--- config.mk ---
export PLATFORM = sky130hd
export DESIGN_NAME = dsp7_scan_driver
export DESIGN_NICKNAME = d
export VERILOG_FILES = /design/src/rtl/dsp7_scan_driver.sv
export SDC_FILE = /design/constraint.sdc
export NUM_CORES = 1
export LEC_CHECK = 0
export BUFFER_PORTS_ARGS = -buffer_cell sky130_fd_sc_hd__buf_2
export CORE_MARGIN = 2
export CORE_UTILIZATION = 55
export CTS_BUF_LIST = sky130_fd_sc_hd__clkbuf_8
export DETAILED_ROUTE_END_ITERATION = 6
export PLACE_DENSITY_LB_ADDON = 0.25
export SLEW_MARGIN = 20
export SYNTH_ARGS = -nofsm -noshare
export SYNTH_HDL_FRONTEND = slang
export SYNTH_SLANG_ARGS = --single-unit
--- constraint.sdc ---
create_clock -name clk -period 6 [get_ports clk]
set_input_delay 0.6 -clock clk [delete_from_list [all_inputs] [get_ports clk]]
set_output_delay 0.6 -clock clk [all_outputs]
set_load 0.1 [all_outputs]
--- src/rtl/dsp7_scan_driver.sv ---
// dsp7_scan_driver: multiplexed N-digit 7-segment driver with a double-buffered frame,
// BCD/hex decode, per-digit DP, anti-ghost blanking and optional leading-zero suppression.
module dsp7_scan_driver #(
   parameter int N_DIGITS   = 4,
   parameter int CLK_DIV    = 50000,
   parameter int BLANK_CYC  = 2,
   parameter int HEX_MODE   = 1,
   parameter int SEG_ACT_LO = 1,
   parameter int AN_ACT_LO  = 1
) (
   input  logic                    clk,
   input  logic                    rst_n,
   input  logic                    enable,
   input  logic                    load,
   input  logic [4*N_DIGITS-1:0]   digits_in,
   input  logic [N_DIGITS-1:0]     dp_in,
   input  logic                    blank_lz,
   output logic                    pending,
   output logic [6:0]              seg,
   output logic                    dp,
   output logic [N_DIGITS-1:0]     an
);
   localparam int DW = CLK_DIV > 1 ? $clog2(CLK_DIV) : 1;
   localparam int IW = N_DIGITS > 1 ? $clog2(N_DIGITS) : 1;

   logic [DW-1:0]              div_cnt;
   logic [IW-1:0]              idx;
   logic [N_DIGITS-1:0][3:0]   shadow, display;
   logic [N_DIGITS-1:0]        dp_shadow, dp_disp, zero_up, an_nxt;
   logic                       tick, boundary, lit, supp, dp_lo;
   logic [3:0]                 cur;
   logic [6:0]                 seg_lo;

   function automatic logic [6:0] decode(input logic [3:0] c);
      logic [6:0] r;
      case (c)
         4'h0: r = 7'b1000000;
         4'h1: r = 7'b1111001;
         4'h2: r = 7'b0100100;
         4'h3: r = 7'b0110000;
         4'h4: r = 7'b0011001;
         4'h5: r = 7'b0010010;
         4'h6: r = 7'b0000010;
         4'h7: r = 7'b1111000;
         4'h8: r = 7'b0000000;
         4'h9: r = 7'b0011000;
         4'hA: r = 7'b0001000;
         4'hB: r = 7'b0000011;
         4'hC: r = 7'b1000110;
         4'hD: r = 7'b0100001;
         4'hE: r = 7'b0000110;
         default: r = 7'b0001110;
      endcase
      return (HEX_MODE == 0 && c > 4'd9) ? 7'b0111111 : r;
   endfunction

   // zero_up[i]: digit i and every more-significant digit are zero
   always_comb begin
      tick     = enable && div_cnt == DW'(CLK_DIV - 1);
      boundary = tick && idx == IW'(N_DIGITS - 1);
      lit      = enable && div_cnt >= DW'(BLANK_CYC);
      zero_up  = '0;
      zero_up[N_DIGITS-1] = display[N_DIGITS-1] == 4'd0;
      for (int i = N_DIGITS - 2; i >= 0; i--) zero_up[i] = zero_up[i+1] && display[i] == 4'd0;
      cur      = display[idx];
      supp     = blank_lz && idx != '0 && zero_up[idx];
      seg_lo   = (lit && !supp) ? decode(cur) : 7'h7F;
      dp_lo    = !(lit && dp_disp[idx]);
      an_nxt   = lit ? N_DIGITS'(1) << idx : '0;
   end

   always_ff @(posedge clk or negedge rst_n) begin
      if (!rst_n) begin
         div_cnt   <= '0;
         idx       <= '0;
         shadow    <= '0;
         display   <= '0;
         dp_shadow <= '0;
         dp_disp   <= '0;
         pending   <= 1'b0;
         seg       <= {7{SEG_ACT_LO != 0}};
         dp        <= SEG_ACT_LO != 0;
         an        <= {N_DIGITS{AN_ACT_LO != 0}};
      end else begin
         if (enable) div_cnt <= tick ? '0 : div_cnt + 1'b1;
         if (tick) idx <= boundary ? '0 : idx + 1'b1;
         if (boundary && pending) begin
            display <= shadow;
            dp_disp <= dp_shadow;
         end
         if (load) begin
            shadow    <= digits_in;
            dp_shadow <= dp_in;
            pending   <= 1'b1;
         end else if (boundary) begin
            pending   <= 1'b0;
         end
         seg <= (SEG_ACT_LO != 0) ? seg_lo : ~seg_lo;
         dp  <= (SEG_ACT_LO != 0) ? dp_lo : !dp_lo;
         an  <= (AN_ACT_LO != 0) ? ~an_nxt : an_nxt;
      end
   end
endmodule
; After elaboration in Yosys (flattened, before gate mapping)
; Memory sizes are Yosys's and may differ from the RTL's.
; Cells that the tools add are included.
[classes]
add_sub_neg = 2
n_lt_le_gt_ge = 2
eq_ne = 2
n_shift = 1
n_mux = 12
n_bitwise = 1
n_reduce_logical = 19
[ops]
columns = cell, n
row1 = 16-bit by 1-bit adder with 16-bit output (second input constant), 1
row2 = 16-bit == test (second input constant), 1
row3 = 16-bit by 2-bit >= comparator with 1-bit output (second input constant), 1
row4 = 4-bit logical NOT, 4
row5 = 16-bit two-way mux, 1
row6 = 1-bit logical AND, 11
row7 = 4-bit binary-select mux with 2-bit select, 1
row8 = 4-bit two-way mux, 2
row9 = 7-bit two-way mux, 1
row10 = 1-bit binary-select mux with 2-bit select, 2
row11 = 1-bit two-way mux, 4
row12 = 4-bit inverter, 1
row13 = 2-bit nonzero test, 2
row14 = 1-bit by 2-bit left shift with 4-bit output (first input constant), 1
row15 = 2-bit by 3-bit less-than comparator with 1-bit output (second input constant), 1
row16 = 2-bit by 1-bit adder with 2-bit output (second input constant), 1
row17 = 2-bit == test (second input constant), 1
row18 = 1-bit logical NOT, 2
row19 = 2-bit two-way mux, 1
[totals]
reg_bits = 71
romBits = 112
inputBits = 25
output_inout_bits = 13
elab_cells = 56
memories = 1
[mem_list]
columns = name, depth, width, read_ports, rd_clocked_by_memory_dff, wr, line_no
row1 = (name not given), 16, 7, 1, 0, 0, 36  ; case (c)

; Logic depth before layout (Yosys ltp)
[depth]
depth_word = 10
depth_mapped = 8
mapped_depth_nobuf = 7

; Worst setup path before layout
; Ideal clock, no wire load.
[synth_path]
path_kind = flip-flop to flip-flop
from = register idx[0]
to = register seg[3]
setup_ns = 0.090
arrival_ns = 1.848
required_time_ns = 5.910
path_slack_ns = 4.061
stages_incl_launch_ff = 9
n_path_buf = 1
synth_period_minus_slack_ns = 1.939
path_cell_list = dfrtp_1 -> buf_2 -> mux4_2 -> inv_1 -> ha_1 -> nand2_1 -> o21ai_1 -> o21ai_1 -> nand3_1
[synth_between]
elab_chain_cells = 6
word_cells_on_any_way = 11
cone_classes = mux: 5 / reduce/logical: 5 / memory: 1
[synth_rtl]
columns = element, line_no
row1 = "start, declared", 27  ; logic [IW-1:0] idx;
row2 = "start signal, assigned", 86  ; if (tick) idx <= boundary ? '0 : idx + 1'b1;
row3 = branches (longest 5 deep; another with memory read 16 x 7 bit), n/a
row4 = 7-bit two-way mux *, 67  ; seg_lo = (lit && !supp) ? decode(cur) : 7'h7F;
row5 = named net seg_lo[3], 32  ; logic [6:0] seg_lo;
row6 = "end signal, assigned", 81  ; seg <= {7{SEG_ACT_LO != 0}};
row7 = "end signal, assigned", 98  ; seg <= (SEG_ACT_LO != 0) ? seg_lo : ~seg_lo;
row8 = "end, declared", 19  ; output logic [6:0] seg,
; Mark *: on every way through the listed nets, which the timed path passes. The select of a mux whose other input is x is not followed.
; A chain may end at the register's enable or synchronous reset.

; Worst setup path in the final report
[layout_path]
from = register div_cnt[12]
to = register display[14] in the netlist's numbering
[layout_between]
elab_chain_cells = 4
[layout_rtl]
columns = element, line_no
row1 = "start, declared", 26  ; logic [DW-1:0] div_cnt;
row2 = "start signal, assigned", 85  ; if (enable) div_cnt <= tick ? '0 : div_cnt + 1'b1;
row3 = 16-bit == test, 59  ; tick = enable && div_cnt == DW'(CLK_DIV - 1);
row4 = 1-bit logical AND, 59
row5 = 1-bit logical AND, 60  ; boundary = tick && idx == IW'(N_DIGITS - 1);
row6 = 1-bit logical AND, 87  ; if (boundary && pending) begin
row7 = "end signal, assigned", 88  ; display <= shadow;
row8 = "end, declared", 28  ; logic [N_DIGITS-1:0][3:0] shadow, display;
; No other way between the ends.

==> impl_results.html <==
<table>
<tr><th>Metric</th><th>Value</th></tr>
<tr><th colspan="2">Clock tree</th></tr>
<tr><td>Max clock buf depth</td><td>2</td></tr>
<tr><td>Number of sinks driven by the clock tree</td><td>71</td></tr>
<tr><td>Gates resized, CTS repair</td><td>0</td></tr>
<tr><td>TritonCTS clock tree</td><td>built</td></tr>
<tr><td>Post-CTS setup repair buffer count</td><td>0</td></tr>
<tr><td>Hold_buf cts</td><td>0</td></tr>
<tr><td>Clock latency on the worst-skew pair</td><td>0.35 ns</td></tr>
<tr><td>Number of buffers created by CTS</td><td>9</td></tr>
<tr><td>H-tree level count</td><td>3</td></tr>
<tr><td>Clock-pin slew reported for the worst setup and hold paths after clock tree synthesis</td><td>roughly 0.080 ns</td></tr>
<tr><td>Clk root buf</td><td>clkbuf_8</td></tr>
<tr><th colspan="2">Job</th></tr>
<tr><td>Maxcap violations</td><td>0</td></tr>
<tr><th colspan="2">Route</th></tr>
<tr><td>Antenna-violating nets left</td><td>0</td></tr>
<tr><td>DRC Markers</td><td>0</td></tr>
<tr><td>Vias per std cell</td><td>5.56</td></tr>
<tr><td>Total number of vias</td><td>2064</td></tr>
<tr><td>Violation count after the first detailed-routing iteration</td><td>82</td></tr>
<tr><td>Total routed wirelength</td><td>5.45 mm</td></tr>
<tr><td>Average detailed-routed wire length per instance</td><td>about 15 um</td></tr>
<tr><td>Pre-antenna DRT Iters</td><td>4</td></tr>
<tr><th colspan="2">Synthesis</th></tr>
<tr><td>Post-Synthesis Cells</td><td>254</td></tr>
<tr><td>Area share of the leading cell type in the synthesized netlist</td><td>45.7%</td></tr>
<tr><td>Number of distinct library cells after synthesis</td><td>40</td></tr>
<tr><td>Count of flip-flops with a built-in enable after synthesis</td><td>0</td></tr>
<tr><td>Net count after synthesis</td><td>290</td></tr>
<tr><td>Yosys warnings</td><td>0</td></tr>
<tr><td>Async SR Flop Fraction</td><td>100%</td></tr>
<tr><td>Sequential element share of the synthesized area</td><td>55.4%</td></tr>
<tr><td>Synthesized area per cell</td><td>around 13 um2</td></tr>
<tr><td>Largest cells by area after synthesis</td><td>dfrtp_1 (46%), dfstp_2 (9.8%), mux2_2 (7.7%)</td></tr>
<tr><td>Total standard cell area after synthesis</td><td>3230 um2</td></tr>
<tr><td>Most frequently used flop master after synthesis</td><td>dfrtp_1</td></tr>
<tr><td>Largest area contributor in the netlist</td><td>dfrtp_1</td></tr>
<tr><td>Synth Register Bits</td><td>71</td></tr>
<tr><th colspan="2">Critical path</th></tr>
<tr><td>Slowest stage cell, crit path</td><td>and3_2</td></tr>
<tr><td>R2R Setup Slk</td><td>3.57 ns</td></tr>
<tr><td>Stage delay of the slowest cell on the critical path</td><td>0.57 ns</td></tr>
<tr><td>Category of the worst setup path capture point</td><td>flip-flop</td></tr>
<tr><td>Type of element launching the critical path</td><td>flip-flop</td></tr>
<tr><td>Required arrival time at the worst endpoint</td><td>6.23 ns</td></tr>
<tr><td>Cells along the critical path</td><td>nor4_1 -&gt; nand2_1 -&gt; nor3_4 -&gt; and3_2 -&gt; mux2_1</td></tr>
<tr><td>Data arrival at the endpoint of the critical path</td><td>approximately 2.7 ns</td></tr>
<tr><td>Critical path start-end classification</td><td>flip-flop to flip-flop</td></tr>
<tr><td>Maximum fanout along the worst path</td><td>20</td></tr>
<tr><th colspan="2">Timing</th></tr>
<tr><td>Worst setup skew after layout</td><td>about 0.012 ns</td></tr>
<tr><td>Transition time at the pin with the least slew margin</td><td>0.862 ns</td></tr>
<tr><td>Final number of hold-violating endpoints</td><td>0</td></tr>
<tr><td>Post-route fraction of the period consumed by the critical path</td><td>40.4%</td></tr>
<tr><td>Max_slew headroom</td><td>42.6%</td></tr>
<tr><td>RSZ-0062 raised after global routing</td><td>no</td></tr>
<tr><td>Slack of the critical path</td><td>3.57 ns</td></tr>
<tr><td>Achievable Freq</td><td>0.412 GHz</td></tr>
<tr><td>Min Tclk post-route</td><td>2.43 ns</td></tr>
<tr><td># setup viols final</td><td>0</td></tr>
<tr><td>Max-slew violation total from the final report</td><td>0</td></tr>
<tr><td>Setup TNS</td><td>0 ns</td></tr>
<tr><th colspan="2">Layout</th></tr>
<tr><td>Non-filler cells in the finished layout</td><td>between 300 and 400</td></tr>
<tr><td>Area taken by multi-input logic gates</td><td>1360 um2</td></tr>
<tr><td>Final cell utilization of the core</td><td>about two thirds</td></tr>
<tr><td>Sequential Area</td><td>between 1500 and 2000 um2</td></tr>
<tr><td>Final layout net count</td><td>330</td></tr>
<tr><td>Number of diodes</td><td>0</td></tr>
<tr><td>Area added between synthesis and finish</td><td>13.5%</td></tr>
<tr><td>Fraction of layout cells with a size suffix above 1</td><td>32.1%</td></tr>
<tr><td>Fillcell total</td><td>470</td></tr>
<tr><th colspan="2">Worst hold path</th></tr>
<tr><td>Type of the tightest min-delay check</td><td>input pin to async pin</td></tr>
<tr><th colspan="2">Pwr</th></tr>
<tr><td>Leakage power</td><td>1.70 nW</td></tr>
<tr><td>Max rail drop VDD</td><td>0.188 mV</td></tr>
<tr><td>Total power of the final layout</td><td>1.09 mW</td></tr>
<tr><td>Pwr dens</td><td>296 nW/um2</td></tr>
<tr><th colspan="2">Die</th></tr>
<tr><td>IO Pins</td><td>38</td></tr>
<tr><td>Total die area</td><td>6510 um2</td></tr>
<tr><td>Core Rows</td><td>27</td></tr>
<tr><td>Die width</td><td>80.7 um</td></tr>
<tr><td>Chip Height</td><td>80.7 um</td></tr>
<tr><td>Core ar.</td><td>5570 um2</td></tr>
<tr><td>Starting utilization of the core area</td><td>58.0%</td></tr>
<tr><th colspan="2">Global route</th></tr>
<tr><td>Global-route wire length before repair</td><td>9.43 mm</td></tr>
<tr><td>Maximum number of pins on one net before global-route repair</td><td>72</td></tr>
<tr><td>Overflow after GRT</td><td>0</td></tr>
<tr><td>Global routing usage summed across all routing layers</td><td>19.5%</td></tr>
<tr><td>Vias in the first global route</td><td>2020</td></tr>
<tr><td>Antenna violations before repair</td><td>0</td></tr>
<tr><th colspan="2">Status</th></tr>
<tr><td>Run status</td><td>finished, final reports clean</td></tr>
<tr><th colspan="2">Place</th></tr>
<tr><td>Placer Congestion</td><td>0.792</td></tr>
<tr><td>HPWL reported at the end of detailed placement</td><td>3.72 mm</td></tr>
<tr><td>Number of port buffers</td><td>37</td></tr>
<tr><td>Post-Place Worst Slack</td><td>3.53 ns</td></tr>
<tr><td>Post-Place Cells</td><td>~360</td></tr>
</table>
[report_power, final]
group / total (mW) / internal [mW] / switching, mW
clock: 0.389 / 0.214 / 0.175
sequential: 0.554 / 0.520 / 0.0341
combinational: 0.144 / 0.0494 / 0.0944
total: 1.09 / 0.783 / 0.303
[layout make-up]
type | count | area share (%)
Sequential cell | 71 | 48.8
Multi-Input combinational cell | 168 | 37.2
Timing Repair Buffer | 38 | 5.25
Clock buffer | 11 | 4.13
Tap cell | 72 | 2.46
Clock inverter | 5 | 1.53
Inverter | 6 | 0.614
[Yosys cell counts, types with 2 or more instances]
master     n
o21ai_0    5
xor2_1     5
a21o_1     2
o211ai_1   3
o21ai_1    4
nand3_1   10
buf_6      2
inv_1      5
ha_1      11
xnor2_1    7
nor3_1     4
buf_2      4
nand2_1   22
mux4_2     4
dfrtp_1   59
nand3b_1   2
mux2_1    20
mux2i_1    6
nor4_1     5
nand4_1    3
nor2_1    15
mux2_2    22
clkbuf_1   3
dfstp_2   12
a21oi_1    4
[final timing paths]
check	start	endpoint	cells past startpoint
min in group clk	digits_in[12]	shadow[12]	2
max reg2reg	div_cnt[12]	display[14]	5
min reg2reg	dp_disp[1]	dp_disp[1]	1
max in group asynchronous	rst_n	dp_shadow[2]	2
max	div_cnt[12]	display[14]	5
min	rst_n	div_cnt[12]	2
[metrics by stage]
stage | hold WS, ns | instance area (um2)
floorplan | 0.304 | 3230
detailed placement | 0.477 | 3460
CTS | 0.464 | 3670
finish | 0.438 | 3670
global route | 0.463 | 3670
global placement | 0.465 | 3460
[metal layers]
| metal | vias up | routed length [um] | track usage [%] |
|---|---|---|---|
| met2 | 48 | 2550 | 29.3 |
| met4 | 0 | 116 | 9.15 |
| met1 | 1014 | 2530 | 26.0 |
| met5 | - | 0 | 0 |
| met3 | 13 | 260 | 5.96 |
| li1 | 989 | - | - |
[placed cells by master, fill, tap and decap left out, types with 2 or more instances in the layout]
cell type / n
a21o_1: 2
a21oi_1: 4
buf_2: 37
clkbuf_8: 11
clkinv_2: 2
dfrtp_1: 59
dfstp_2: 12
ha_1: 11
inv_1: 5
mux2_1: 20
mux2_2: 22
mux2i_1: 6
mux4_2: 4
nand2_1: 22
nand3_1: 10
nand3b_1: 2
nand4_1: 3
nor2_1: 15
nor3_1: 4
nor4_1: 5
o211ai_1: 3
o21ai_0: 5
o21ai_1: 4
xnor2_1: 7
xor2_1: 5
[cell families (layout without fill, tap and decap cells)]
| group | count (synthesis) | in the layout | share of synthesized area (%) |
|---|---|---|---|
| flip-flops | 71 | 71 | 55.4 |
| XOR/XNOR | 12 | 12 | 3.25 |
| AO/OA/AOI/OAI | 24 | 24 | 4.76 |
| AND/OR/NAND/NOR | 69 | 69 | 10.6 |
| multiplexers | 52 | 52 | 19.3 |
| adder cells (fa/ha/maj) | 11 | 11 | 4.26 |
| buffers and inverters | 15 | 60 | 2.36 |
[registers in the layout (all words and copies together) (netlist names)]
| signal | cells |
|---|---|
| an | 4 |
| display | 16 |
| div_cnt | 16 |
| dp | 1 |
| dp_disp | 4 |
| dp_shadow | 4 |
| idx | 2 |
| pending | 1 |
| seg | 7 |
| shadow | 16 |
[worst max-delay path, delay by kind of cell, from the launching register on]
kind          cells  cell delay [ns]
mux               1             0.37
simple gates      4             1.51
flops             1             0.42
Note: power is estimated with default switching activity, not from simulation.
